===== config.mk =====
export PLATFORM = sky130hd
export DESIGN_NAME = bvm_payment_ctrl_flat
export DESIGN_NICKNAME = d
export VERILOG_FILES = /design/src/rtl/bvm_pkg.sv /design/src/rtl/bvm_payment_ctrl_if.sv /design/src/rtl/bvm_price_lut.sv /design/src/rtl/bvm_payment_ctrl.sv /design/src/flat_wrapper.sv
export SDC_FILE = /design/constraint.sdc
export NUM_CORES = 1
export LEC_CHECK = 0
export CAP_MARGIN = 40
export CORE_AREA = 2 2 72 67
export CTS_CLUSTER_DIAMETER = 80
export DETAILED_ROUTE_END_ITERATION = 8
export DIE_AREA = 0 0 74 69
export PLACE_DENSITY_LB_ADDON = 0.2
export SLEW_MARGIN = 40
export SYNTH_ARGS = -nofsm -noshare
export SYNTH_HDL_FRONTEND = slang
export SYNTH_SLANG_ARGS = --single-unit

===== constraint.sdc =====
create_clock -name BVMclk -period 3.4 [get_ports BVMclk]
set_input_delay 0.85 -clock BVMclk [delete_from_list [all_inputs] [get_ports BVMclk]]
set_output_delay 0.85 -clock BVMclk [all_outputs]
set_load 0.05 [all_outputs]

===== src/rtl/bvm_pkg.sv =====
// Shared types and constants for the payment controller and the dispenser.
// Latency: none (declarations only).
// Backpressure: none (declarations only).
package bvm_pkg;

  // Width of every credit-valued signal (credit, change, price)
  localparam int CREDIT_W = 7;

  // Controller states
  typedef enum logic [2:0] {
    ST_COLLECT   = 3'd0,
    ST_ISSUE     = 3'd1,
    ST_WAIT_ACK  = 3'd2,
    ST_WAIT_DONE = 3'd3,
    ST_CHANGE    = 3'd4
  } bvm_state_e;

  // Beverage codes, identical to the dispenser's BVMin encoding
  localparam logic [1:0] BEV_WATER  = 2'b00;
  localparam logic [1:0] BEV_MILK   = 2'b01;
  localparam logic [1:0] BEV_TEA    = 2'b10;
  localparam logic [1:0] BEV_COFFEE = 2'b11;

  // Credit units represented by each coin code
  function automatic logic [3:0] coin_value(input logic [1:0] coin_type);
    logic [3:0] v;
    case (coin_type)
      2'b00:   v = 4'd1;
      2'b01:   v = 4'd2;
      2'b10:   v = 4'd5;
      default: v = 4'd10;
    endcase
    return v;
  endfunction

endpackage


===== src/rtl/bvm_payment_ctrl_if.sv =====
// Coin/selection inputs, dispenser handshake and status outputs of the controller.
// Latency: none (wiring only).
// Backpressure: BVMd is held until the dispenser raises BVMvalid.
interface bvm_payment_ctrl_if;
  import bvm_pkg::*;

  logic                coin_valid;
  logic [1:0]          coin_type;
  logic                sel_valid;
  logic [1:0]          sel;
  logic                cancel;
  logic                BVMvalid;
  logic                BVMd;
  logic [1:0]          BVMin;
  logic [CREDIT_W-1:0] credit;
  logic                ready;
  logic                coin_reject;
  logic                sel_reject;
  logic                change_valid;
  logic [CREDIT_W-1:0] change_amt;

  // Environment side: coin mechanism, keypad and dispenser
  modport master (
    output coin_valid, coin_type, sel_valid, sel, cancel, BVMvalid,
    input  BVMd, BVMin, credit, ready, coin_reject, sel_reject,
           change_valid, change_amt
  );

  // Controller side
  modport slave (
    input  coin_valid, coin_type, sel_valid, sel, cancel, BVMvalid,
    output BVMd, BVMin, credit, ready, coin_reject, sel_reject,
           change_valid, change_amt
  );

endinterface


===== src/rtl/bvm_price_lut.sv =====
// Maps a beverage code to its price in credit units.
// Latency: combinational.
// Backpressure: none.
module bvm_price_lut
  import bvm_pkg::*;
#(
  parameter int unsigned PRICE_WATER  = 5,
  parameter int unsigned PRICE_MILK   = 10,
  parameter int unsigned PRICE_TEA    = 15,
  parameter int unsigned PRICE_COFFEE = 20
) (
  input  logic [1:0]          sel,
  output logic [CREDIT_W-1:0] price
);

  // Price lookup by beverage code
  always_comb begin
    price = CREDIT_W'(PRICE_WATER);
    case (sel)
      BEV_WATER:  price = CREDIT_W'(PRICE_WATER);
      BEV_MILK:   price = CREDIT_W'(PRICE_MILK);
      BEV_TEA:    price = CREDIT_W'(PRICE_TEA);
      BEV_COFFEE: price = CREDIT_W'(PRICE_COFFEE);
      default:    price = CREDIT_W'(PRICE_WATER);
    endcase
  end

endmodule


===== src/rtl/bvm_payment_ctrl.sv =====
// Coin credit accumulator and selection checker driving the dispenser request.
// Latency: BVMd rises on the edge that accepts a selection; change strobes one cycle after dispense ends.
// Backpressure: BVMd held until BVMvalid (or timeout); coins/selections rejected while not in COLLECT.
module bvm_payment_ctrl
  import bvm_pkg::*;
#(
  parameter int unsigned PRICE_WATER  = 5,
  parameter int unsigned PRICE_MILK   = 10,
  parameter int unsigned PRICE_TEA    = 15,
  parameter int unsigned PRICE_COFFEE = 20,
  parameter int unsigned MAX_CREDIT   = 100,
  parameter int unsigned ACK_TIMEOUT  = 4
) (
  input logic               BVMclk,
  input logic               BVMrst,
  bvm_payment_ctrl_if.slave bus
);

  localparam logic [2:0] COLLECT   = ST_COLLECT;
  localparam logic [2:0] ISSUE     = ST_ISSUE;
  localparam logic [2:0] WAIT_ACK  = ST_WAIT_ACK;
  localparam logic [2:0] WAIT_DONE = ST_WAIT_DONE;
  localparam logic [2:0] CHANGE    = ST_CHANGE;

  localparam logic [7:0] MAX_C    = 8'(MAX_CREDIT);
  // Last timer value before abort: WAIT_ACK lasts exactly ACK_TIMEOUT cycles
  localparam logic [7:0] TMO_LAST = 8'(ACK_TIMEOUT - 1);

  logic [2:0]          state;
  logic [7:0]          timer;
  logic [CREDIT_W-1:0] price;
  logic [7:0]          coin_sum;
  logic                coin_fits;
  logic                sel_ok;
  logic [CREDIT_W-1:0] sel_left;

  bvm_price_lut #(
    .PRICE_WATER  (PRICE_WATER),
    .PRICE_MILK   (PRICE_MILK),
    .PRICE_TEA    (PRICE_TEA),
    .PRICE_COFFEE (PRICE_COFFEE)
  ) u_price (
    .sel   (bus.sel),
    .price (price)
  );

  // Credit arithmetic in 8 bits so an over-limit coin cannot wrap into range
  always_comb begin
    coin_sum  = {1'b0, bus.credit} + {4'b0000, coin_value(bus.coin_type)};
    coin_fits = (coin_sum <= MAX_C);
    sel_ok    = ({1'b0, bus.credit} >= {1'b0, price});
    sel_left  = bus.credit - price;
  end

  // Transaction FSM; every output is a register updated here
  always_ff @(posedge BVMclk) begin
    if (BVMrst) begin
      state            <= COLLECT;
      timer            <= '0;
      bus.credit       <= '0;
      bus.BVMd         <= 1'b0;
      bus.BVMin        <= 2'b00;
      bus.ready        <= 1'b1;
      bus.coin_reject  <= 1'b0;
      bus.sel_reject   <= 1'b0;
      bus.change_valid <= 1'b0;
      bus.change_amt   <= '0;
    end else begin
      // Pulses default low; anything arriving mid-transaction is bounced
      bus.coin_reject  <= (state != COLLECT) && bus.coin_valid;
      bus.sel_reject   <= (state != COLLECT) && bus.sel_valid;
      bus.change_valid <= 1'b0;
      case (state)
        COLLECT: begin
          if (bus.cancel) begin
            bus.change_amt   <= bus.credit;
            bus.credit       <= '0;
            bus.change_valid <= 1'b1;
            bus.ready        <= 1'b0;
            bus.coin_reject  <= bus.coin_valid;
            state            <= CHANGE;
          end else if (bus.sel_valid && sel_ok) begin
            // Displayed credit stays until the transaction completes
            bus.BVMin       <= bus.sel;
            bus.change_amt  <= sel_left;
            bus.BVMd        <= 1'b1;
            bus.ready       <= 1'b0;
            bus.coin_reject <= bus.coin_valid;
            state           <= ISSUE;
          end else begin
            bus.sel_reject <= bus.sel_valid;
            if (bus.coin_valid) begin
              if (coin_fits) begin
                bus.credit <= coin_sum[CREDIT_W-1:0];
              end else begin
                bus.coin_reject <= 1'b1;
              end
            end
          end
        end
        ISSUE: begin
          timer <= '0;
          state <= WAIT_ACK;
        end
        WAIT_ACK: begin
          if (bus.BVMvalid) begin
            // Drop the request on acknowledge so a freed dispenser is not re-triggered
            bus.BVMd <= 1'b0;
            state    <= WAIT_DONE;
          end else if (timer == TMO_LAST) begin
            bus.BVMd         <= 1'b0;
            bus.change_amt   <= bus.credit;
            bus.credit       <= '0;
            bus.change_valid <= 1'b1;
            state            <= CHANGE;
          end else begin
            timer <= timer + 8'd1;
          end
        end
        WAIT_DONE: begin
          if (!bus.BVMvalid) begin
            bus.credit       <= '0;
            bus.change_valid <= 1'b1;
            state            <= CHANGE;
          end
        end
        CHANGE: begin
          bus.ready <= 1'b1;
          state     <= COLLECT;
        end
        default: begin
          bus.BVMd  <= 1'b0;
          bus.ready <= 1'b1;
          state     <= COLLECT;
        end
      endcase
    end
  end

endmodule


===== src/flat_wrapper.sv =====
// flat-port wrapper written by rule: the top's interface ports become plain ports
module bvm_payment_ctrl_flat import bvm_pkg::*;
#(
  parameter int unsigned PRICE_WATER  = 5,
  parameter int unsigned PRICE_MILK   = 10,
  parameter int unsigned PRICE_TEA    = 15,
  parameter int unsigned PRICE_COFFEE = 20,
  parameter int unsigned MAX_CREDIT   = 100,
  parameter int unsigned ACK_TIMEOUT  = 4
)
  (BVMclk, BVMrst, bus_coin_valid, bus_coin_type, bus_sel_valid, bus_sel, bus_cancel, bus_BVMvalid, bus_BVMd, bus_BVMin, bus_credit, bus_ready, bus_coin_reject, bus_sel_reject, bus_change_valid, bus_change_amt);
  bvm_payment_ctrl_if bus_i ();
  input logic BVMclk;
  input logic BVMrst;
  input wire logic [$bits(bus_i.coin_valid)-1:0] bus_coin_valid;
  input wire logic [$bits(bus_i.coin_type)-1:0] bus_coin_type;
  input wire logic [$bits(bus_i.sel_valid)-1:0] bus_sel_valid;
  input wire logic [$bits(bus_i.sel)-1:0] bus_sel;
  input wire logic [$bits(bus_i.cancel)-1:0] bus_cancel;
  input wire logic [$bits(bus_i.BVMvalid)-1:0] bus_BVMvalid;
  output wire logic [$bits(bus_i.BVMd)-1:0] bus_BVMd;
  output wire logic [$bits(bus_i.BVMin)-1:0] bus_BVMin;
  output wire logic [$bits(bus_i.credit)-1:0] bus_credit;
  output wire logic [$bits(bus_i.ready)-1:0] bus_ready;
  output wire logic [$bits(bus_i.coin_reject)-1:0] bus_coin_reject;
  output wire logic [$bits(bus_i.sel_reject)-1:0] bus_sel_reject;
  output wire logic [$bits(bus_i.change_valid)-1:0] bus_change_valid;
  output wire logic [$bits(bus_i.change_amt)-1:0] bus_change_amt;
  assign bus_i.coin_valid = bus_coin_valid;
  assign bus_i.coin_type = bus_coin_type;
  assign bus_i.sel_valid = bus_sel_valid;
  assign bus_i.sel = bus_sel;
  assign bus_i.cancel = bus_cancel;
  assign bus_i.BVMvalid = bus_BVMvalid;
  assign bus_BVMd = bus_i.BVMd;
  assign bus_BVMin = bus_i.BVMin;
  assign bus_credit = bus_i.credit;
  assign bus_ready = bus_i.ready;
  assign bus_coin_reject = bus_i.coin_reject;
  assign bus_sel_reject = bus_i.sel_reject;
  assign bus_change_valid = bus_i.change_valid;
  assign bus_change_amt = bus_i.change_amt;
  bvm_payment_ctrl #(.PRICE_WATER(PRICE_WATER), .PRICE_MILK(PRICE_MILK), .PRICE_TEA(PRICE_TEA), .PRICE_COFFEE(PRICE_COFFEE), .MAX_CREDIT(MAX_CREDIT), .ACK_TIMEOUT(ACK_TIMEOUT)) u_core (.BVMclk(BVMclk), .BVMrst(BVMrst), .bus(bus_i));
endmodule

# After elaboration in Yosys (flattened, before gate mapping)
# Index checks and enable logic that the tools add are counted.
# op_classes
n_eq_ne	21
bitwise	3
add_sub_neg	3
reduce_logical	19
n_mux	45
order_cmp	2
# op_table
operator	count
$mux 7	11
$pmux 7 s4	1
$pmux 7 s3	1
$mux 1	18
$mux 8	2
$pmux 8 s2	1
$mux 3	5
$pmux 7 s2	1
$pmux 3 s4	1
$pmux 4 s3	1
$ne 3x2->1 const B	3
$reduce_and 3->1	3
$add 7x4->8	1
$add 8x1->8 const B	1
$eq 8x2->1 const B	1
$le 8x7->1 const B	1
$ne 2x2->1 const B	4
$reduce_and 4->1	2
$ge 7x7->1	1
$reduce_and 7->1	1
$sub 7x7->7	1
$eq 2x2->1 const B	3
$eq 3x2->1 const B	2
$ne 3x3->1 const B	2
other kinds (14)	25
# word_totals
ff_bits	32
wordCells	103
out_inout_bits	21

# Longest topological paths before layout
# logic_depth
word_depth	9
mapped_depth	12
mapped_depth_nobuf	12

# Hierarchy
# From an unflattened synthesis, not the netlist that was laid out.
# unflattened
hier_cells	288
hier_area_um2	2321.0
# modules_own_cells
module	area_each_um2	n_inst	seq_area_each_um2	cells_per_inst
bvm_payment_ctrl	2227.1	1	640.6	276
bvm_price_lut	93.8	1	0.0	12

# Least setup slack after synthesis
# OpenSTA, ideal clock, no wires.
# synth_path
path_type	input -> register
startpoint	input port bus_sel[0]
endpoint	register u_core.bus.credit[6]
slack_ns	0.164
path_buffers	0
stages	11
arrival_ns	3.120
cell_sequence	inv_1 -> ha_1 -> inv_1 -> ha_1 -> and3_2 -> a31oi_4 -> a31oi_4 -> or2_1 -> o21a_4 -> o311a_2 -> a41o_1
# synth_via
elab_chain_len	6
elab_cells_between_ends	9
cone_classes	1 x order compare; 4 x eq/ne; 1 x mux; 3 x reduce/logical
# synth_lines
item	line_no	text
start: declaration	flat_wrapper.sv:18	input wire logic [$bits(bus_i.sel)-1:0] bus_sel;
$eq 2x2->1 (tied with other cells)	bvm_price_lut.sv:19	case (sel)
$pmux 7 s4 (*)	bvm_price_lut.sv:19	
$ge 7x7->1 (*)	bvm_payment_ctrl.sv:51	sel_ok = ({1'b0, bus.credit} >= {1'b0, price});
$logic_and 1x1->1 (*)	bvm_payment_ctrl.sv:82	end else if (bus.sel_valid && sel_ok) begin
$ne 3x3->1 (no source line) (*)	-	
$reduce_and 7->1 (no source line) (*)	-	
end signal: assignment	bvm_payment_ctrl.sv:94	bus.credit <= coin_sum[CREDIT_W-1:0];
end: declaration	bvm_payment_ctrl_if.sv:32	output BVMd, BVMin, credit, ready, coin_reject, sel_reject,
# Mark *: on every way between the ends. The rest lies on a longest branch, timed or not. The select of a mux whose other input is x is not followed.
# A chain may end at the register's enable or synchronous reset.

# Worst setup path after layout
# layout_path
startpoint	input port bus_coin_type[1]
endpoint	register u_core.bus.credit[6]
# layout_via
elab_chain_len	8
elab_cells_between_ends	13
cone_classes	1 x add/sub; 1 x order compare; 3 x eq/ne; 6 x mux; 2 x reduce/logical
# layout_lines
item	line_no	text
start: declaration	flat_wrapper.sv:16	input wire logic [$bits(bus_i.coin_type)-1:0] bus_coin_type;
$eq 2x2->1 (tied with other cells)	bvm_pkg.sv:27	case (coin_type)
$pmux 4 s3 (*)	bvm_pkg.sv:27	
$add 7x4->8 (*)	bvm_payment_ctrl.sv:49	coin_sum = {1'b0, bus.credit} + {4'b0000, coin_value(bus.coin_type)};
parallel branches: the longest is 5 deep, another holds $le 8x7->1	-	
# Mark *: on every way between the ends. The select of a mux whose other input is x is not followed.

==> reports/metrics.cfg <==
[outcome]
status=finished clean

[sta]
finalSetupViolCount=0
worst_slew_pin_slew_ps=519
rsz0062_at_grt=false
timing.final.crit_share=0.952
whs_ps=462
maxSlewViolCount=0
fmax_ghz=0.309
layout_setup_ws_ps=163
finalClockSkew_ps=11.4
hold_viol=0
finalSetupTns_ps=0
period_needed_ps=3240
relSlewSlack=0.651

[clocking]
htreeDepth=2
cts_root_buf=clkbuf_8
cts_tree=yes
clk_pin_slew_ps=70
cts_buffers=5
clockBufferDepth=2
cts_sinks=32
ctsHoldBuffers=0
insertion_delay_ps=290

[layout]
diodes=0
fin_nets=329
fin_cells=366
drive_gt1_frac=0.214
fill_cells=376
design_area_um2=2850
final_cell_mix=dfxtp_1 (32), nor2_1 (27), clkdlybuf4s50_1 (27), buf_4 (27), nand2_1 (21)
area_delta_synth_final_pct=36.1
final_common_cell=dfxtp_1

[placement]
placedCellCount=358
gp_congestion=0.862
dpl_cell_area_um2=2650
dpl_worst_slack_ps=-364
io_buffers=30
dp_hpwl_um=3830

[die]
die_h_um=69
die_w_um=74
io_pins=31
dieArea_um2=5110
rows=23
core_um2=4350
initial_core_util=0.481

[pwr]
internal_power_uw=700
pwr-share-seq=0.396
p_per_area_nw_per_um2=365
switching_share=0.326
ir_drop_mv=0.218
p_sw_uw=339
pwr-share-clk=0.293
leakage_uw=0.00118
combPwrFrac=0.311

[synthesis]
synth_top_family_by_area=simple AND/OR/NAND/NOR gates
synth_xor_area_frac=0.0586
synth-simple-area-share=0.226
syn_inst=246
syn_nets=272
synth-compound-area-share=0.224
yosysWarnings=0
synthFlopType=dfxtp_1
synthAdderAreaFrac=0.103
syn-cell-area_um2=2090
avgSynthCellArea_um2=8.50
synth_mux_area_frac=0.0389
ys_ff_latch=32
async_reset_ff_frac=0
ys_seq_area_frac=0.306
synth-edff-count=0
synth_cell_types=53

[drt]
drt_iter0_markers=127
detail-route-antenna-nets=0
vias_per_cell=5.38
avgRoutedWirePerCell_um=13.6
vias=1970
drt-pass1-iter-count=4
drcViolationCount=0
wirelength_um=4990

[global_routing]
grt_pass1_wl_um=8460
grt_max_degree=23
antenna_found_initial=0
grtUsageTotal=0.211
grt_pass1_vias=1801
overflow=0

[critical_path]
cp_max_fo=6
crit_type=input port to flop
arrival_ps=3420
start_kind=input port
critPathRequiredTime_ps=3580
cp-end-kind=flop

[job]
maxCapViolCount=0

[worst_hold_path]
hold_path_class=flop to flop

metrics by stage:
stage	power [uW]	utilization
final	1040	0.655
after global routing	1090	0.655
after detailed placement	723	0.609
after CTS	1030	0.645
after floorplan	612	-
after global placement	718	0.609
flip-flops by register name (all words and copies together), names as in the netlist:
signal / count
u_core.bus.BVMd: 1
u_core.bus.BVMin: 2
u_core.bus.change_amt: 7
u_core.bus.change_valid: 1
u_core.bus.coin_reject: 1
u_core.bus.credit: 7
u_core.bus.ready: 1
u_core.bus.sel_reject: 1
u_core.state: 3
u_core.timer: 8
synth_stat cells, drive strengths merged (3+ instances only):
| master | number | area [um^2] |
|---|---|---|
| dfxtp | 32 | 641 |
| nor2 | 27 | 101 |
| nand2 | 22 | 82.6 |
| a21oi | 18 | 90.1 |
| ha | 14 | 175 |
| inv | 12 | 45.0 |
| a211oi | 10 | 75.1 |
| clkbuf | 8 | 30.0 |
| nand3 | 8 | 40.0 |
| o21ai | 8 | 43.8 |
| xor2 | 8 | 70.1 |
| mux2i | 7 | 70.1 |
| nor2b | 6 | 37.5 |
| xnor2 | 6 | 52.6 |
| a21o | 5 | 37.5 |
| nand2b | 4 | 25.0 |
| nand4b | 4 | 35.0 |
| nor3 | 4 | 20.0 |
| a31oi | 3 | 48.8 |
power groups by stage:
stage,clock network (uW),logic [uW],registers (uW)
floorplan,0,137,474
global route,325,352,414
finish,305,323,411
detailed placement,0,304,419
global placement,0,300,418
CTS,306,317,411
cell type report:
cell class	count	area, um^2	share of cell area
clock buffers	6	82.6	0.0290
well taps	62	77.6	0.0273
flip-flops and latches	32	641	0.225
multi-input cells	192	1450	0.508
clock inverters	2	10.0	0.00352
inverters	12	45.0	0.0158
repair buffers	60	544	0.191
critical path, cell delays in order:
cell and delay [ps]:
clkdlybuf4s50_1 470, and2_1 160, ha_4 210, nor2b_1 130, a221oi_2 330, buf_4 160, nand2_1 50, a311o_1 300
o21a_4 230, o311a_2 330, a41o_1 200
kinds of logic (layout without fill, tap and decap cells):
family | count (synthesis) | in the layout
fa+ha+maj | 16 | 16
xor+xnor | 14 | 14
flops | 32 | 32
compound gates | 62 | 62
mux | 8 | 8
simple gates | 92 | 92
buf+inv | 22 | 80
routing by layer:
metal	vias up	part of all wire	GRT usage
met2	46	0.47	0.319
met3	13	0.044	0.0585
met1	912	0.46	0.283
li1	999	-	-
met5	-	0	0
met4	0	0.021	0.0747
worst paths after layout:
check,start,end,slack (ps),cells past startpoint
setup / recovery,bus_coin_type[1],u_core.bus.credit[6]$_SDFFE_PP0P_,160,11
hold / removal,u_core.bus.BVMin[1]$_SDFFE_PP0P_,u_core.bus.BVMin[1]$_SDFFE_PP0P_,460,2
setup reg to reg,u_core.bus.credit[1]$_SDFFE_PP0P_,u_core.bus.credit[6]$_SDFFE_PP0P_,640,8
hold reg to reg,u_core.bus.BVMin[1]$_SDFFE_PP0P_,u_core.bus.BVMin[1]$_SDFFE_PP0P_,460,2
what timing repair did:
item                                    CTS  global route
endpoints found under the setup margin    3             8
cloned                                    0             0
hold endpoints to repair                  0             0
setup buffers                             0             1
resized for setup                         9            12
pin swaps                                 6             6
(Power assumes the default switching activity.)
==> edit 1 (config.mk and constraints unchanged) <==
Make the reset (`BVMrst`) asynchronous in one clocked block.
--- a/src/rtl/bvm_payment_ctrl.sv
+++ b/src/rtl/bvm_payment_ctrl.sv
@@ -53,7 +53,7 @@
   end
 
   // Transaction FSM; every output is a register updated here
-  always_ff @(posedge BVMclk) begin
+  always_ff @(posedge BVMclk or posedge BVMrst) begin
     if (BVMrst) begin
       state            <= COLLECT;
       timer            <= '0;
Check against the original RTL: differs if BVMrst is asserted again (counterexample within 4 cycles, from zero or initial values and one cycle with BVMrst high); with BVMrst held inactive, the same outputs for 4 cycles.
==> edit 1 against the original RTL <==
  * Routed wire length is 7.1% higher
  * Final area is 6.1% higher
  * Area after synthesis is 4.8% higher
  * Sequential cell count stayed put
  * Die area stayed put
  * Worst setup slack worse by 0.069 ns
  * Largest cell class unchanged
Power is not compared: it rests on default switching activity, and its combinational part moved more than twofold at a synthesized area within 25%.
==> edit 1: results (changes against the original RTL) <==
Global routing
  • Number of global-route vias before repair: 1914 (+6.3%)
  • First-pass GRT wire length: 8910 um (+5.4%)
  • GR Util All Layers: 22.0% (+0.96 points)

Route
  • WL/cell: 14.0 um (+2.6%)
  • Met3 wire len: 234 um (+5.9%)
  • DRT iter0 DRCs: 103 (-19%)
  • DRT met1 WL: 2530 um (+9.0%)
  • DR WL met2: 2520 um (+7.6%)

Run status
  • Status: finished clean

Worst setup path
  • WP data arrival: 3.48 ns (+0.06 ns)
  • Critical path's top delay family: simple AND/OR/NAND/NOR gates
  • CP max stage cell: or4_1
  • CP max FO: 4 (-2)
  • R2R cell count: 10 (+2)
  • CP peak stage delay: 0.54 ns (+0.07 ns)
  • FF-to-FF setup slack: 0.53 ns (-0.11 ns)

Placed design
  • Port Buffers: 30 (unchanged)
  • Dpl hpwl: 4050 um (+5.8%)
  • Place WS: -0.379 ns (-0.0152 ns)
  • RePlAce Congestion: 0.983 (+14%)

STA
  • Slew HR: 67.0% (+1.8 points)
  • Tmin final: 3.31 ns (+0.0694 ns)
  • Hold WS: 0.476 ns (+0.0141 ns)
  • Final Skew: 0.00218 ns (-0.00920 ns)

Layout
  • Fill count: 356 (-5.3%)
  • Nets: 343 (+4.3%)
  • Layout cell share with drive strength beyond 1: 23.1% (+1.7 points)

Synth
  • Syn nets: 277 (+1.8%)
  • Netlist cell types: 51 (-3.8%)
  • Async SR Flop Fraction: 100% (+100 points)
  • Main area contributors after synthesis: dfrtp_1 (35%), ha_1 (6.9%), nand2_1 (4.6%)
  • Commonest cells post-synth: dfrtp_1 (31), nand2_1 (27), nor2_1 (24)
  • Seq/Total Area, Yosys: 36.6% (+6.0 points)
edit 1: worst min-delay path, cell delays in order, from the launching register on:
cell and delay (ns):
dfrtp_1 0.34, nand2_1 0.04, o21ai_0 0.06
edit 1: worst paths after layout:
| path | start | to |
|---|---|---|
| max | bus_coin_type[1] | u_core.bus.credit[6]$_DFFE_PP0P_ |
| min | u_core.bus.change_amt[0]$_DFFE_PP0P_ | u_core.bus.change_amt[0]$_DFFE_PP0P_ |
| max reg2reg | u_core.bus.credit[0]$_DFFE_PP0P_ | u_core.bus.credit[6]$_DFFE_PP0P_ |
| min reg2reg | u_core.bus.change_amt[0]$_DFFE_PP0P_ | u_core.bus.change_amt[0]$_DFFE_PP0P_ |
| max in group asynchronous | BVMrst | u_core.bus.ready$_DFFE_PP1P_ |
| min in group asynchronous | BVMrst | u_core.bus.change_amt[2]$_DFFE_PP0P_ |
edit 1: final cells by class:
type                    count  area, um2  share of cell area [%]
repair buffers             69        597                    19.8
well taps                  62       77.6                    2.57
clock inverters             3       42.5                    1.41
inverters                  19       71.3                    2.36
multi-input cells         192       1360                    45.0
clock buffers               5       68.8                    2.28
flip-flops and latches     32        802                    26.6
edit 1: metrics by stage:
| step | instance area, um2 | instances | total power (uW) | utilization [%] |
|---|---|---|---|---|
| 2_1_floorplan | 2190 | 253 | 1770 | - |
| 3_3_place_gp | 2800 | 371 | 2370 | 64.4 |
| 3_5_place_dp | 2800 | 371 | 2400 | 64.4 |
| 4_1_cts | 2930 | 379 | 2790 | 67.4 |
| 5_1_grt | 3020 | 382 | 3080 | 69.5 |
| 6_report | 3020 | 382 | 2880 | 69.5 |
edit 1: power by group through the flow:
| stage | Combinational, uW | Clock [uW] | Sequential [uW] |
|---|---|---|---|
| after floorplan | 824 | 0 | 945 |
| after CTS | 1760 | 370 | 653 |
| final | 1860 | 363 | 659 |
| after global routing | 2010 | 387 | 679 |
| after detailed placement | 1740 | 0 | 661 |
| after global placement | 1720 | 0 | 655 |
edit 1: per-layer routing:
| layer | global-route usage, % | vias to the layer above |
|---|---|---|
| li1 | - | 1018 |
| met1 | 31.8 | 958 |
| met2 | 33.8 | 64 |
| met3 | 3.36 | 6 |
| met4 | 6.46 | 0 |
| met5 | 0 | - |
edit 1: timing repair:
| action | CTS | global route |
|---|---|---|
| buffers inserted | 0 | 3 |
| setup endpoints to repair | 4 | 7 |
| pin swaps | 1 | 9 |
| gates cloned | 0 | 0 |
| resized for setup | 4 | 19 |
edit 1: kinds of logic (layout without fill, tap and decap cells):
family,after synthesis,in the layout,synth area share [%]
muxes,8,8,3.88
buffers and inverters,29,96,5.20
xor gates and xnor gates,11,11,4.40
DFF,32,32,36.6
and+or+nand+nor,95,95,20.7
AOI/OAI and AO/OA,64,64,20.5
adders and majority gates,14,14,8.68
==> edit 2 (config.mk and constraints unchanged) <==
Without the edit above. Change the package constant `CREDIT_W` from 7 to 6.
--- a/src/rtl/bvm_pkg.sv
+++ b/src/rtl/bvm_pkg.sv
@@ -4,7 +4,7 @@
 package bvm_pkg;
 
   // Width of every credit-valued signal (credit, change, price)
-  localparam int CREDIT_W = 7;
+  localparam int CREDIT_W = 6;
 
   // Controller states
   typedef enum logic [2:0] {
Interface: changed (resized bus_change_amt and bus_credit); port bits go from 31 to 29. No check against the original RTL was run, so the function may have changed too.
==> edit 2 against the original RTL <==
  * Sequential cell count is 2 lower
  * Worst setup slack better by 0.16 ns
  * Cell count is 9.8% lower
  * Area after synthesis is 8.8% lower
  * Final area is 11% lower
  * Sequential power is 1% lower
  * Power is 13% higher
  * Routed wire length is 14% lower
  * Sequential share of layout area is 1.1 points higher
  * Largest cell class unchanged
==> edit 2: results (changes against the original RTL) <==
Global routing
  • Initial antenna violation count: 0 (unchanged)
  • Number of global-route vias before repair: 1593 (-12%)
  • Largest net degree at the start of global routing: 15 (-35%)
  • GR Util All Layers: 18.4% (-2.6 points)
  • First-pass GRT wire length: 7380 um (-13%)

Synth
  • Syn nets: 247 (-9.2%)
  • Main area contributors after synthesis: dfxtp_1 (31%), ha_1 (9.2%), nor2_1 (5.9%)
  • Synth Area in Compound Gates: 18.3% (-4.1 points)
  • Post-Synth XOR/XNOR Area: 5.05% (-0.81 points)
  • Post-synthesis mux area share: 5.25% (+1.4 points)
  • Post-Synth Adder-Cell Area: 11.3% (+0.99 points)
  • Gate Count Post-Synth: 221 (-10%)
  • Netlist cell types: 50 (-5.7%)
  • Commonest cells post-synth: dfxtp_1 (30), nor2_1 (30), a21oi_1 (17)
  • Async SR Flop Fraction: 0% (unchanged)
  • Seq/Total Area, Yosys: 31.5% (+0.86 points)
  • Number of synthesis warnings: 0 (unchanged)

Route
  • Avg Vias per Cell: 5.12 (-4.9%)
  • Via count: 1690 (-14%)
  • DRT iter0 DRCs: 98 (-23%)
  • Final WL: 4290 um (-14%)

Worst setup path
  • CP max FO: 6 (unchanged)
  • Worst r2r src: u_core.bus.credit[0]$_SDFFE_PP0P_
  • Setup crit end: u_core.bus.credit[5]$_SDFFE_PP0P_
  • R2R cell count: 10 (+2)
  • Crit path from: bus_sel[1]
  • CP max stage cell: fa_2
  • WP data arrival: 3.28 ns (-0.14 ns)
  • CP peak stage delay: 0.33 ns (-0.14 ns)
  • FF-to-FF setup slack: 1.10 ns (+0.46 ns)

Power and ir drop
  • Static Leak: 0.00105 uW (-11%)
  • Peak supply drop: 0.239 mV (+9.4%)

Layout
  • Fill count: 398 (+5.9%)
  • Final instance area: 2540 um2 (-11%)
  • Layout cell share with drive strength beyond 1: 16.8% (-4.6 points)
  • Biggest registers after layout: u_core.timer (8), u_core.bus.change_amt (6), u_core.bus.credit (6)
  • Ant. Diodes: 0 (unchanged)
  • Nets: 294 (-11%)

Placed design
  • Dpl hpwl: 3200 um (-16%)
  • Placed cells: 321 (-10%)
  • RePlAce Congestion: 0.820 (-4.9%)
  • Place WS: -0.391 ns (-0.0273 ns)
  • Dpl cell area: 2370 um2 (-10%)
  • Port Buffers: 28 (-6.7%)

STA
  • Final WS setup: 0.322 ns (+0.159 ns)
  • Hold WS: 0.452 ns (-0.00938 ns)
  • Final Skew: 0.00917 ns (-0.00221 ns)
  • Worst-Margin Slew: 0.503 ns (-0.0159 ns)

Worst hold path
  • Hold depth: 2 (unchanged)

Clocking
  • Root Driver: clkbuf_8
  • Cts repair resizes: 4 (-5)
  • Clock transition at path regs: 0.07 ns (about the same)
  • H-tree depth: 2 (unchanged)

Run status
  • Status: finished clean
edit 2: report_power, final:
part | switching [uW] | internal [uW]
Combinational | 219 | 173
Clock | 140 | 234
Sequential | 27.8 | 378
Total | 386 | 785
edit 2: layer usage:
metal | routed length, um | track usage (%) | share of wire (%) | vias up
li1 | - | - | - | 879
met1 | 2230 | 26.6 | 52 | 779
met2 | 1840 | 26.1 | 43 | 26
met3 | 152 | 4.82 | 3.5 | 6
met4 | 68 | 6.67 | 1.6 | 0
met5 | 0 | 0 | 0 | -
edit 2: layout make-up:
cell class              instances  area share, %
inverters                      12           1.77
multi-input cells             172           49.9
flip-flops and latches         30           23.6
clock inverters                 1           1.18
clock buffers                   6           3.24
well taps                      62           3.05
repair buffers                 47           17.3
edit 2: worst max-delay path: cells and delay by family:
| kind | cells | cell delay [ns] |
|---|---|---|
| fa+ha+maj | 3 | 0.67 |
| simple gates | 2 | 0.46 |
| buf+inv | 2 | 0.33 |
| compound gates | 5 | 0.96 |
